==> config.mk <==
export PLATFORM = sky130hd
export DESIGN_NAME = mem_sweep_reader
export DESIGN_NICKNAME = d
export VERILOG_FILES = /design/src/rtl/mem_sweep_reader.sv
export SDC_FILE = /design/constraint.sdc
export NUM_CORES = 1
export LEC_CHECK = 0
export BUFFER_PORTS_ARGS = -buffer_cell sky130_fd_sc_hd__buf_2
export CAP_MARGIN = 20
export CELL_PAD_IN_SITES_DETAIL_PLACEMENT = 0
export CELL_PAD_IN_SITES_GLOBAL_PLACEMENT = 1
export CORE_MARGIN = 3
export CORE_UTILIZATION = 45
export CTS_CLUSTER_SIZE = 8
export DETAILED_ROUTE_END_ITERATION = 7
export GPL_TIMING_DRIVEN = 0
export PLACE_DENSITY = 0.82
export REMOVE_ABC_BUFFERS = 1
export SETUP_SLACK_MARGIN = 0.1
export SKIP_LAST_GASP = 1
export SYNTH_ARGS = -nofsm -noshare
export SYNTH_HDL_FRONTEND = slang
export SYNTH_SLANG_ARGS = --single-unit
==> constraint.sdc <==
create_clock -name clk -period 9.7 [get_ports clk]
set_clock_uncertainty 0.2 [all_clocks]
set_input_delay 1.455 -clock clk [delete_from_list [all_inputs] [get_ports clk]]
set_output_delay 1.455 -clock clk [all_outputs]
set_load 0.05 [all_outputs]
==> src/rtl/mem_sweep_reader.sv <==
// Read sequencer: expands (base, count) into a wrapping stream of read addresses and
// forwards the returned words through a 2-entry buffer, tagging the final word.
module mem_sweep_reader #(
    parameter int WIDTH = 8,
    parameter int DEPTH = 3
) (
    input  logic             clk,
    input  logic             reset,
    input  logic             cmd_valid,
    output logic             cmd_ready,
    input  logic [WIDTH-1:0] cmd_base,
    input  logic [WIDTH-1:0] cmd_count,
    output logic             rd_addr_valid,
    input  logic             rd_addr_ready,
    output logic [WIDTH-1:0] rd_addr,
    input  logic             rd_data_valid,
    output logic             rd_data_ready,
    input  logic [WIDTH-1:0] rd_data,
    output logic             out_valid,
    input  logic             out_ready,
    output logic [WIDTH-1:0] out_data,
    output logic             out_last,
    output logic             busy,
    output logic             err
);
    typedef enum logic [1:0] {IDLE, ISSUE, DRAIN} state_t;

    localparam logic [WIDTH-1:0] DEPTH_W   = WIDTH'(DEPTH);
    localparam logic [WIDTH-1:0] LAST_ADDR = WIDTH'(DEPTH - 1);

    state_t           state, state_nxt;
    logic [WIDTH-1:0] addr, remaining;
    logic [1:0]       outstanding, buffered, out_nxt, buf_nxt;
    logic [WIDTH-1:0] fifo_data [2];
    logic [1:0]       fifo_last;
    logic             wr_ptr, rd_ptr, err_q;
    logic             cmd_hs, cmd_ok, addr_hs, rsp_hs, push, drop, pop, last_word;

    assign cmd_ready     = (state == IDLE) && !reset;
    assign rd_addr_valid = (state == ISSUE) && (({1'b0, outstanding} + {1'b0, buffered}) < 3'd2);
    assign rd_addr       = addr;
    assign rd_data_ready = !reset;
    assign out_valid     = (buffered != 2'd0);
    assign out_data      = fifo_data[rd_ptr];
    assign out_last      = out_valid && fifo_last[rd_ptr];
    assign busy          = (state != IDLE);
    assign err           = err_q;

    assign cmd_hs  = cmd_valid && cmd_ready;
    assign cmd_ok  = cmd_hs && (cmd_base < DEPTH_W) && (cmd_count != '0);
    assign addr_hs = rd_addr_valid && rd_addr_ready;
    assign rsp_hs  = rd_data_valid && rd_data_ready;
    assign push    = rsp_hs && (outstanding != 2'd0);
    assign drop    = rsp_hs && (outstanding == 2'd0);
    assign pop     = out_valid && out_ready;
    assign out_nxt = outstanding + {1'b0, addr_hs} - {1'b0, push};
    assign buf_nxt = buffered + {1'b0, push} - {1'b0, pop};
    // Responses return in order and nothing is issued in DRAIN, so the one
    // arriving with a single request outstanding there is the final word.
    assign last_word = (state == DRAIN) && (outstanding == 2'd1);

    always_ff @(posedge clk or posedge reset) begin
        if (reset) state <= IDLE;
        else       state <= state_nxt;
    end

    always_comb begin
        state_nxt = state;
        case (state)
            IDLE:    if (cmd_ok) state_nxt = ISSUE;
            ISSUE:   if (addr_hs && remaining == WIDTH'(1)) state_nxt = DRAIN;
            DRAIN:   if (out_nxt == 2'd0 && buf_nxt == 2'd0) state_nxt = IDLE;
            default: state_nxt = IDLE;
        endcase
    end

    always_ff @(posedge clk or posedge reset) begin
        if (reset) begin
            addr         <= '0;
            remaining    <= '0;
            outstanding  <= 2'd0;
            buffered     <= 2'd0;
            fifo_data[0] <= '0;
            fifo_data[1] <= '0;
            fifo_last    <= 2'b00;
            wr_ptr       <= 1'b0;
            rd_ptr       <= 1'b0;
            err_q        <= 1'b0;
        end else begin
            outstanding <= out_nxt;
            buffered    <= buf_nxt;
            if (cmd_hs && cmd_base >= DEPTH_W) err_q <= 1'b1;
            if (drop) err_q <= 1'b1;
            if (cmd_ok) begin
                addr      <= cmd_base;
                remaining <= cmd_count;
            end else if (addr_hs) begin
                addr      <= (addr == LAST_ADDR) ? '0 : addr + WIDTH'(1);
                remaining <= remaining - WIDTH'(1);
            end
            if (push) begin
                fifo_data[wr_ptr] <= rd_data;
                fifo_last[wr_ptr] <= last_word;
                wr_ptr            <= ~wr_ptr;
            end
            if (pop) rd_ptr <= ~rd_ptr;
        end
    end
endmodule

# Word level (Yosys, flattened, before mapping)
# Cells that the tools add are included.
# totals
latch_bits	0
memories	0
ramBits	0
rom_bits	0
register_bits	43
input_bits	30
# op_classes
multipliers	0
bitwise	4
muxes	22
n_eq_ne	8
shifts	0
reduce_logical	29
order_cmp	9
add_sub_neg	7
div	0
# op_table
cell	count
two-way mux 8 bit	9
logical AND 1 bit	17
bitwise mux 16 bit	1
nonzero test 2 bit	5
adder 8 x 1 -> 8 bit (second input constant)	1
demux 8 bit (select 1 bit)	1
equality test 8 x 1 -> 1 bit (second input constant)	1
equality test 8 x 2 -> 1 bit (second input constant)	1
>= comparator 8 x 2 -> 1 bit (second input constant)	1
zero test 2 bit	4
< comparator 8 x 2 -> 1 bit (second input constant)	1
nonzero test 8 bit	1
subtractor 8 x 1 -> 8 bit (second input constant)	1
two-way mux 2 bit	3
case mux 2 bit (3 select lines)	1
two-way mux 1 bit	5
adder 2 x 1 -> 2 bit	2
equality test 2 x 1 -> 1 bit (second input constant)	2
>= comparator 2 bit (second input constant)	2
< comparator 1 x 2 -> 1 bit (second input constant)	2
!= test 2 x 1 -> 1 bit (second input constant)	2
NOT 1 -> 2 bit	2
subtractor 2 x 1 -> 2 bit	2
adder 2 x 2 -> 3 bit	1
10 further kinds	11

# Logic depth before layout (Yosys ltp)
# Gate-level depths: netlist (run 1).
# depth
depth_word	10
ltp_mapped	13

# Worst setup path before layout (run 1)
# No wires, ideal clock.
# synth_path
path_kind	input -> output
start	in reset
end	out rd_data_ready
cell_stages	1
required_time_ns	8.045
path_buffers	0
setup_slack_ns	5.415
arrival_time_ns	2.630
path_cell_list	inv_1
# synth_via
elab_chain_cells	1
# synth_rtl
element	line	text
from (decl)	8	input logic reset,
zero test 1 bit (no source line)	-	
to (decl)	17	output logic rd_data_ready,
# No other way between the ends.

# Worst setup path after layout (run 1)
# Same ends and word-level chain as after synthesis.

==> metrics.log, run 1 <==
[metrics] status: finished, final reports clean
[metrics] number of vias per cell: roughly 5.3
[metrics] cts hold-fix bufs: 0
[metrics] worst slack after detailed placement: between 5 and 6 ns
[metrics] largest net degree at the start of global routing: 28
[metrics] final-stage net count: slightly below 300
[metrics] number of synthesized register bits: 43
[metrics] Core Area: 4790 sq um
[metrics] fmax: ~0.24 GHz
[metrics] post-layout min period: between 4 and 5 ns
[metrics] clock insertion delay at the later pin of the skew report: between 0.2 and 0.3 ns
[metrics] number of hold-slack violations in the final timing report: 0
[metrics] overall routed net length: roughly 4700 microns
[metrics] library cell used as clock root buffer: clkbuf_8
[metrics] full die area: about 5900 sq um
[metrics] area growth from synthesis to layout: 18.9%
[metrics] number of different library cells in the post-synthesis netlist: 44
[metrics] input/output buffers: 52
[metrics] routed via count: 1696
[metrics] first-pass GRT wire length: just over 8000 microns
[metrics] die height: ~77 microns
[metrics] unrepaired setup endpoints after global routing: false
[metrics] mean instance size in the synthesized netlist: ~11 sq um
[metrics] Starting Density: 0.470
[metrics] final cell area excluding filler cells: 2680 sq um
[metrics] Rel. slew slack: 0.480
[metrics] post-cts repair resize count: 0
[metrics] post-detailed-placement cell area: 2590 sq um
[metrics] fraction of post-synthesis cell area in the top cell type by area: 0.478
[metrics] clk slew on worst S/H paths: approximately 0.08 ns
[metrics] number of design-rule violations left by the first detailed-router iteration: 55
[metrics] count of TritonRoute iterations in the first routing pass: 4
[metrics] clock tree from TritonCTS: yes
[metrics] Arrival @ worst endpoint: around 2.5 ns
[metrics] Final Max Slew Viols: 0
[metrics] post-synthesis sequential area ratio: 0.478
[metrics] share of layout cells above drive strength 1: 0.370
[metrics] worst-case setup margin in the final layout: about 5.6 ns
[metrics] Worst Hold Class: register to register
[metrics] final setup vio count: 0
[metrics] worst path required time: a little over 8 ns
[metrics] measured slew at the worst slew-check pin: a little under 0.8 ns
[metrics] Post-Syn Area: between 2000 and 2500 sq um
[metrics] end-of-flow core utilization: 0.559
[metrics] H-tree lvl count: 2
[metrics] vias in the first global route: 1730
[metrics] Sum Neg Setup Slack: 0 ns
[metrics] async set-or-reset flop fraction in the synthesized netlist: 1.00
[metrics] power per cell area: between 300 and 400 nW/um^2
[metrics] routability cong.: slightly below 0.8
[metrics] number of setup buffers added after CTS: 0
[metrics] number of antenna diodes: 0
[metrics] worst-case clock buffer depth: 2
[metrics] number of instances in the placed design: 313
[metrics] final critical-path share of the clock period: 0.424
[metrics] most frequently used flop master after synthesis: dfrtp_1
[metrics] half-perimeter wire length of the detailed placement result: 3530 microns
[metrics] Die Width: approximately 77 microns
[metrics] number of antenna violations at the first check in global routing: 0
[metrics] total number of placement rows: 25
[metrics] Synth area leader: dfrtp_1
[metrics] number of cells in the finished layout apart from fillers: 321
[metrics] Crit Path Class: primary input to output pin
[metrics] total overflow reported by the global router: 0
[metrics] CTS Sinks: 43
[metrics] worst-path fanout max: 27
[metrics] count of pins on the block boundary: 53
[metrics] maximum ir drop on the vdd rail: about 0.00017 V
[metrics] Remaining DRCs: 0
[metrics] Gate Count Post-Synth: just under 200
[metrics] EDFF count, synth: 0
[metrics] flop2flop setup slack: 5.93 ns
[metrics] final antenna-violating net count: 0
[metrics] category of the worst setup path launch point: primary input
[metrics] CTS Buf Count: 5
[metrics] average wire per cell in the routed design: around 15 microns
[metrics] number of max-cap violations: 0
[metrics] Crit. End Element: output pin
[metrics] leakage power of the design: 1.25 nW
[metrics] GR Util All Layers: 0.173
[metrics] Yosys warning total: 0
[metrics] leading post-synthesis cells by cell area: dfrtp_1 48%, mux2_2 14%, ha_1 4.4%
## metal layers
layer / track usage / up-vias / share of wire
li1: - / 822 / -
met4: 0.0435 / 0 / 0.0043
met1: 0.226 / 830 / 0.46
met3: 0.0411 / 2 / 0.050
met5: 0 / - / 0
met2: 0.287 / 42 / 0.49
## power breakdown
group / total [W] / leakage [nW] / internal [W] / switching [W]
Sequential: 0.000316 / 0.525 / 0.000254 / 0.0000618
Clock: 0.000112 / 0.0412 / 0.0000504 / 0.0000614
Combinational: 0.000496 / 0.681 / 0.000182 / 0.000314
Total: 0.000923 / 1.25 / 0.000486 / 0.000437
## Yosys cell counts, types with 2 or more instances
master and number:
nor3b_1 2, nor2_1 11, o21ai_0 8, or3_1 3, ha_1 8, o31ai_1 2
o211ai_1 3, mux2i_1 2, inv_1 11, a22oi_1 2, clkbuf_1 2, xor2_1 6
nor2b_1 2, nor4_1 2, nand3_1 5, o21ai_1 2, a21oi_1 3, and3_1 4
xnor2_1 7, nand2_1 10, nand2b_1 2, or4_1 4, nand4_1 3, mux2_2 28
and2_1 3, dfrtp_1 43, o2bb2ai_1 2
## cell type report
class / count / area (sq um)
Sequential cell: 43 / 1080
Timing Repair Buffer: 53 / 280
Clock buffer: 6 / 72.6
Fill cell: 444 / 2110
Clock inverter: 2 / 12.5
Tap cell: 67 / 83.8
Inverter: 12 / 50.0
Multi-Input combinational cell: 138 / 1100
## kinds of logic (layout without fill, tap and decap cells)
family / Yosys count / after routing / synth area share
adders and majority gates: 9 / 9 / 0.0534
AOI/OAI and AO/OA: 30 / 30 / 0.0917
xor gates and xnor gates: 13 / 13 / 0.0506
buffers and inverters: 16 / 73 / 0.0328
and+or+nand+nor: 56 / 56 / 0.145
muxes: 30 / 30 / 0.149
DFF: 43 / 43 / 0.478
## sequential cells by signal, summed over array words and instances, names as in the netlist
name,flops
remaining,8
outstanding,2
wr_ptr,1
rd_ptr,1
fifo_data,16
err,1
rd_addr,8
fifo_last,2
state,2
buffered,2
## cells in the final DEF, fill, tap and decap left out, drive strengths merged, types with 4 or more instances in the layout
cell type | netlist | final
and3 | 4 | 4
buf | 2 | 53
clkbuf | 2 | 6
dfrtp | 43 | 43
ha | 8 | 8
inv | 12 | 12
mux2 | 28 | 28
nand2 | 10 | 10
nand3 | 5 | 5
nor2 | 11 | 11
o21ai | 10 | 10
or4 | 4 | 4
xnor2 | 7 | 7
xor2 | 6 | 6
## path summary, 6_finish.rpt
check / startpoint / to / depth (start not counted)
worst max register to register: outstanding[0] / state[1] / 12
worst min register to register: err / err / 1
worst max-delay path: reset / rd_data_ready / 4
worst min-delay path: err / err / 1
min in group asynchronous: reset / rd_addr[4] / 2
max in group asynchronous: reset / fifo_data[6] / 3
## per-stage QoR
| stage | total power (W) | hold slack, ns |
|---|---|---|
| finish | 0.000923 | 0.288 |
| global route | 0.000997 | 0.327 |
| CTS | 0.000936 | 0.298 |
| detailed placement | 0.000819 | 0.268 |
| global placement | 0.000811 | 0.266 |
| floorplan | 0.000710 | 0.268 |
## critical path, stage by stage
cell and delay, ns:
buf_2 0.13, inv_2 0.32, buf_12 0.25, buf_2 0.29
No activity file was read; power rests on OpenSTA's default activity.
==> inputs of run 2 (changes only) <==
- CORE_UTILIZATION: 45 -> 38
- PLACE_DENSITY: 0.82 -> 0.73
- clock period: 9.7 -> 3.5 ns (I/O delays scaled with it)
==> metrics.log, run 2 (synthesis gave the netlist of run 1 again) <==
[metrics] highest-delay cell along the critical path: fa_1
[metrics] GR Util All Layers: 0.149
[metrics] clock tree from TritonCTS: yes
[metrics] share of layout cells above drive strength 1: 0.412
[metrics] Arrival @ worst endpoint: about 3.2 ns
[metrics] Multi-input gate area: approximately 1100 sq um
[metrics] library cell used as clock root buffer: clkbuf_8
[metrics] fmax: a little over 0.3 GHz
[metrics] Final Max Slew Viols: 0
[metrics] overall routed net length: ~4900 microns
[metrics] area growth from synthesis to layout: 25.1%
[metrics] final hold slack: 0.258 ns
[metrics] worst-path fanout max: 5
[metrics] category of the worst setup path launch point: register
[metrics] Starting Density: 0.401
[metrics] number of design-rule violations left by the first detailed-router iteration: 50
[metrics] total overflow reported by the global router: 0
[metrics] CTS Buf Count: 5
[metrics] final setup vio count: 0
[metrics] leading cell type in the layout, fill and taps excluded: buf_2
[metrics] count of TritonRoute iterations in the first routing pass: 5
[metrics] power per cell area: 995 nW/um^2
[metrics] number of hold-slack violations in the final timing report: 0
[metrics] first-pass GRT wire length: roughly 8300 microns
[metrics] clock insertion delay at the later pin of the skew report: between 0.2 and 0.3 ns
[metrics] CTS Sinks: 43
[metrics] measured slew at the worst slew-check pin: around 0.8 ns
[metrics] full die area: around 6900 sq um
[metrics] launching point of the worst reg2reg path: buffered[0]
[metrics] end-of-flow core utilization: 0.502
[metrics] number of flip-flops under the largest register name: 16
[metrics] Crit Path Class: register to register
[metrics] leakage power of the design: between 1 and 1.5 nW
[metrics] Worst setup startpoint: buffered[0]
[metrics] Biggest register: fifo_data
[metrics] critical path's largest stage delay: approximately 0.5 ns
[metrics] final antenna-violating net count: 0
[metrics] H-tree lvl count: 2
[metrics] number of antenna diodes: 0
[metrics] unrepaired setup endpoints after global routing: false
[metrics] cell mode on critical path: and2_4
[metrics] number of antenna violations at the first check in global routing: 0
[metrics] maximum ir drop on the vdd rail: between 0.0005 and 0.0006 V
[metrics] number of max-cap violations: 0
[metrics] worst-case clock buffer depth: 2
[metrics] Rel. slew slack: 0.475
[metrics] average wire per cell in the routed design: between 10 and 15 microns
[metrics] Die Width: between 80 and 90 microns
[metrics] final-layout fill cell count: between 500 and 600
[metrics] routed via count: roughly 1700
[metrics] Sequential Area: approximately 1100 sq um
[metrics] Remaining DRCs: 0
[metrics] hold path start: cmd_count[3]
[metrics] worst hold path depth: 3
[metrics] total number of placement rows: 27
[metrics] vias in the first global route: 1701
[metrics] final critical-path share of the clock period: 0.929
[metrics] worst path required time: roughly 3.5 ns
[metrics] die height: 83.0 microns
[metrics] Worst Hold Class: primary input to register
[metrics] routability cong.: between 0.7 and 0.8
[metrics] number of cell instances on the worst register-to-register path: 12
[metrics] final-stage net count: 300
[metrics] post-layout min period: between 3 and 4 ns
[metrics] status: finished, final reports clean
[metrics] clk slew on worst S/H paths: ~0.08 ns
[metrics] most frequent cells in the layout: 52 x buf_2, 43 x dfrtp_1, 28 x mux2_2, 11 x nor2_1
[metrics] Core Area: approximately 5600 sq um
[metrics] half-perimeter wire length of the detailed placement result: ~3600 microns
[metrics] Crit. End Element: register
[metrics] crit path cell chain: and2_4 > fa_1 > nor4b_4 > and2_4 > inv_8 > ha_4 > inv_1 > ha_2 > xnor2_2 > xnor2_1 > o41ai_2 > o21ai_1
[metrics] count of pins on the block boundary: 53
[metrics] input/output buffers: 52
[metrics] number of vias per cell: roughly 5.2
[metrics] largest net degree at the start of global routing: 40
==> run 2: cell types whose count changed in the layout (fill, tap and decap cells not counted), sizes merged <==
| cell | change |
|---|---|
| dlygate4sd3 | +1 |
| bufinv | +1 |
| buf | +7 |
| clkinvlp | -1 |
==> run 2: metrics by stage <==
| stage | setup TNS [ns] | power, W | instance area [sq um] | instances | worst slack [ns] |
|---|---|---|---|---|---|
| 2_1_floorplan | -0.336 | 0.00197 | 2230 | 193 | -0.336 |
| 3_3_place_gp | -0.412 | 0.00226 | 2580 | 317 | -0.412 |
| 3_5_place_dp | -0.470 | 0.00228 | 2600 | 318 | -0.470 |
| 4_1_cts | 0 | 0.00273 | 2740 | 328 | 0.160 |
| 5_1_grt | 0 | 0.00300 | 2820 | 334 | 0.101 |
| 6_report | 0 | 0.00280 | 2820 | 334 | 0.247 |
==> run 2: path summary, 6_finish.rpt <==
path	to	slack (ns)
worst max-delay path	state[1]	0.25
worst min-delay path	remaining[3]	0.26
worst max register to register	state[1]	0.25
worst min register to register	fifo_data[5]	0.30
max in group asynchronous	remaining[5]	2.16
min in group asynchronous	rd_addr[2]	0.50
==> run 2: final cells by class <==
class	instances	share of cell area
clock buffers	6	0.0293
repair buffers	61	0.122
multi-input cells	138	0.404
clock inverters	2	0.0124
inverters	12	0.0187
flip-flops and latches	43	0.382
well taps	72	0.0320
==> run 2: repair_timing <==
action | CTS | global route
gates resized for setup | 3 | 6
endpoints found under the hold margin | 5 | 0
setup endpoints to repair | 2 | 1
setup buffers | 1 | 6
pin swaps | 1 | 7
hold buffers | 1 | 0
gates cloned | 0 | 0
==> run 2: worst max-delay path, delay by kind of cell, from the launching register on <==
kind | cells | cell delay, ns
adders and majority gates | 3 | 0.92
and+or+nand+nor | 3 | 0.75
AOI/OAI and AO/OA | 2 | 0.48
DFF | 1 | 0.41
xor gates and xnor gates | 2 | 0.28
buffers and inverters | 2 | 0.08
==> run 2: power by group <==
| part | switching, W | leakage, nW | internal, W |
|---|---|---|---|
| clock | 0.000164 | 0.0612 | 0.000231 |
| sequential | 0.000168 | 0.525 | 0.000704 |
| combinational | 0.000923 | 0.726 | 0.000613 |
==> run 2: per-layer routing <==
layer,wire (microns),up-vias,part of all wire,GRT usage
met5,0,-,0,0
met4,19,0,0.0039,0.0401
met3,221,2,0.045,0.0387
met2,2390,43,0.49,0.237
met1,2270,844,0.46,0.202
li1,-,844,-,-
==> inputs of run 3 (changes only) <==
- BUFFER_PORTS_ARGS: -buffer_cell sky130_fd_sc_hd__buf_2 -> unset
- CORE_UTILIZATION: 38 -> 40
- DONT_BUFFER_PORTS: unset -> 1
- PLACE_DENSITY: 0.73 -> 0.66
==> metrics.log, run 3 (synthesis gave the netlist of run 1 again) <==
[metrics] worst-path fanout max: 5
[metrics] Starting Density: 0.427
[metrics] routed via count: ~1600
[metrics] worst-case clock buffer depth: 2
[metrics] fmax: around 0.27 GHz
[metrics] leakage power of the design: ~1.1 nW
[metrics] Rel. slew slack: 0.335
[metrics] share of layout cells above drive strength 1: 0.297
[metrics] area growth from synthesis to layout: 17.0%
[metrics] Worst Hold Class: primary input to register
[metrics] Remaining DRCs: 0
[metrics] power per cell area: 1110 nW/um^2
[metrics] final antenna-violating net count: 0
[metrics] clock insertion delay at the later pin of the skew report: around 0.30 ns
[metrics] average wire per cell in the routed design: about 18 microns
[metrics] half-perimeter wire length of the detailed placement result: ~3700 microns
[metrics] leading cell type in the layout, fill and taps excluded: dfrtp_1
[metrics] library cell used as clock root buffer: clkbuf_8
[metrics] Biggest register: fifo_data
[metrics] CTS Buf Count: 5
[metrics] post-detailed-placement cell area: 2330 sq um
[metrics] count of pins on the block boundary: 53
[metrics] number of instances in the placed design: 264
[metrics] Worst setup startpoint: outstanding[0]
[metrics] total number of placement rows: 26
[metrics] largest net degree at the start of global routing: 31
[metrics] worst-case setup margin in the final layout: -0.261 ns
[metrics] input/output buffers: 0
[metrics] crit path cell chain: and2_4 > fa_2 > nor4b_4 > and2_4 > inv_8 > ha_4 > inv_2 > ha_4 > xnor2_4 > xnor2_2 > o41ai_2 > o21ai_1
[metrics] Crit Path Class: register to register
[metrics] total overflow reported by the global router: 0
[metrics] critical path's largest stage delay: about 0.88 ns
[metrics] number of hold-slack violations in the final timing report: 0
[metrics] worst path required time: 3.47 ns
[metrics] unrepaired setup endpoints after global routing: true
[metrics] vias in the first global route: ~1700
[metrics] GR Util All Layers: 0.173
[metrics] first-pass GRT wire length: roughly 8600 microns
[metrics] Crit. End Element: register
[metrics] status: finished, violations left
[metrics] number of antenna diodes: 0
[metrics] most frequent cells in the layout: 43 x dfrtp_1, 28 x mux2_2, 11 x nor2_1, 10 x nand2_1, 9 x inv_1
[metrics] highest-delay cell along the critical path: nor4b_4
[metrics] post-layout min period: between 3 and 4 ns
[metrics] measured slew at the worst slew-check pin: 0.994 ns
[metrics] highest metal layer with signal wires: met4
[metrics] final cell area excluding filler cells: about 2600 sq um
[metrics] number of cells in the finished layout apart from fillers: 282
[metrics] worst slack after detailed placement: -0.872 ns
[metrics] Arrival @ worst endpoint: 3.73 ns
[metrics] maximum ir drop on the vdd rail: 0.000487 V
[metrics] final setup vio count: 2
[metrics] launching point of the worst reg2reg path: outstanding[0]
[metrics] number of design-rule violations left by the first detailed-router iteration: 71
[metrics] final-layout fill cell count: between 400 and 500
[metrics] buffers and inverters on the worst path: 2
[metrics] detailed-routing wirelength on met1: between 2000 and 2500 microns
[metrics] Core Area: ~5300 sq um
[metrics] category of the worst setup path launch point: register
[metrics] H-tree lvl count: 2
[metrics] Die Width: 81.0 microns
[metrics] clk slew on worst S/H paths: 0.09 ns
[metrics] die height: 81.0 microns
[metrics] overall routed net length: approximately 5200 microns
[metrics] clock tree from TritonCTS: yes
[metrics] number of vias per cell: around 5.6
[metrics] CTS Sinks: 43
[metrics] Crit path max-delay family: simple AND/OR/NAND/NOR gates
[metrics] full die area: roughly 6600 sq um
[metrics] count of TritonRoute iterations in the first routing pass: 4
[metrics] hold path start: cmd_count[3]
[metrics] Detail Route met2 WL: around 2500 microns
[metrics] total met3 wirelength after detailed routing: 296 microns
[metrics] violated checks: setup timing
[metrics] Sum Neg Setup Slack: -0.294 ns
[metrics] Final Max Slew Viols: 0
[metrics] final critical-path share of the clock period: 1.07
[metrics] routability cong.: 0.750
[metrics] final-stage net count: 250
[metrics] number of flip-flops under the largest register name: 16
[metrics] number of antenna violations at the first check in global routing: 0
[metrics] number of max-cap violations: 0
## run 3: final timing paths
check,cells past startpoint,to,slack (ns)
min in group asynchronous,2,rd_addr[3],0.47
worst max register to register,12,state[1],-0.26
worst max-delay path,12,state[1],-0.26
worst min register to register,1,wr_ptr,0.30
max in group asynchronous,3,fifo_data[4],2.10
worst min-delay path,2,remaining[3],0.15
## run 3: timing repair
| item | CTS | global route |
|---|---|---|
| hold endpoints to repair | 14 | 0 |
| pin swaps | 7 | 10 |
| setup buffers | 7 | 1 |
| endpoints found under the setup margin | 7 | 3 |
| hold buffers | 1 | 0 |
| gates resized for setup | 12 | 4 |
| cloned | 1 | 0 |
## run 3: layout make-up
type                       count  area, sq um  area share
clock buffer                   5         68.8      0.0261
sequential                    43         1080       0.409
multi-input combinational    139         1190       0.452
inverter                      12         52.6      0.0200
tap                           70         87.6      0.0333
clock inverter                 3         67.6      0.0257
timing repair buffer          10         90.1      0.0342
## run 3: report_power, final
| group | switching [W] | leakage [nW] | internal, W | total [W] |
|---|---|---|---|---|
| Sequential | 0.000272 | 0.525 | 0.000701 | 0.000973 |
| Clock | 0.000179 | 0.0644 | 0.000285 | 0.000463 |
| Combinational | 0.000869 | 0.527 | 0.000604 | 0.00147 |
## run 3: layer usage
layer	vias to the layer above	global-route usage
li1	743	-
met1	792	0.225
met2	34	0.278
met3	5	0.0532
met4	0	0.0507
met5	-	0
## run 3: metrics by stage
stage,hold slack (ns),power (W),utilization
2_1_floorplan,0.268,0.00197,-
3_3_place_gp,0.281,0.00213,0.439
3_5_place_dp,0.205,0.00218,0.443
4_1_cts,0.139,0.00286,0.493
5_1_grt,0.154,0.00310,0.500
6_report,0.150,0.00291,0.500
## run 3: worst register-to-register path, cell delays in order, from the launching register on
cell	delay, ns
dfrtp_1	0.40
and2_4	0.17
fa_2	0.45
nor4b_4	0.88
and2_4	0.32
inv_8	0.04
ha_4	0.25
inv_2	0.04
ha_4	0.16
xnor2_4	0.13
xnor2_2	0.15
o41ai_2	0.35
o21ai_1	0.12
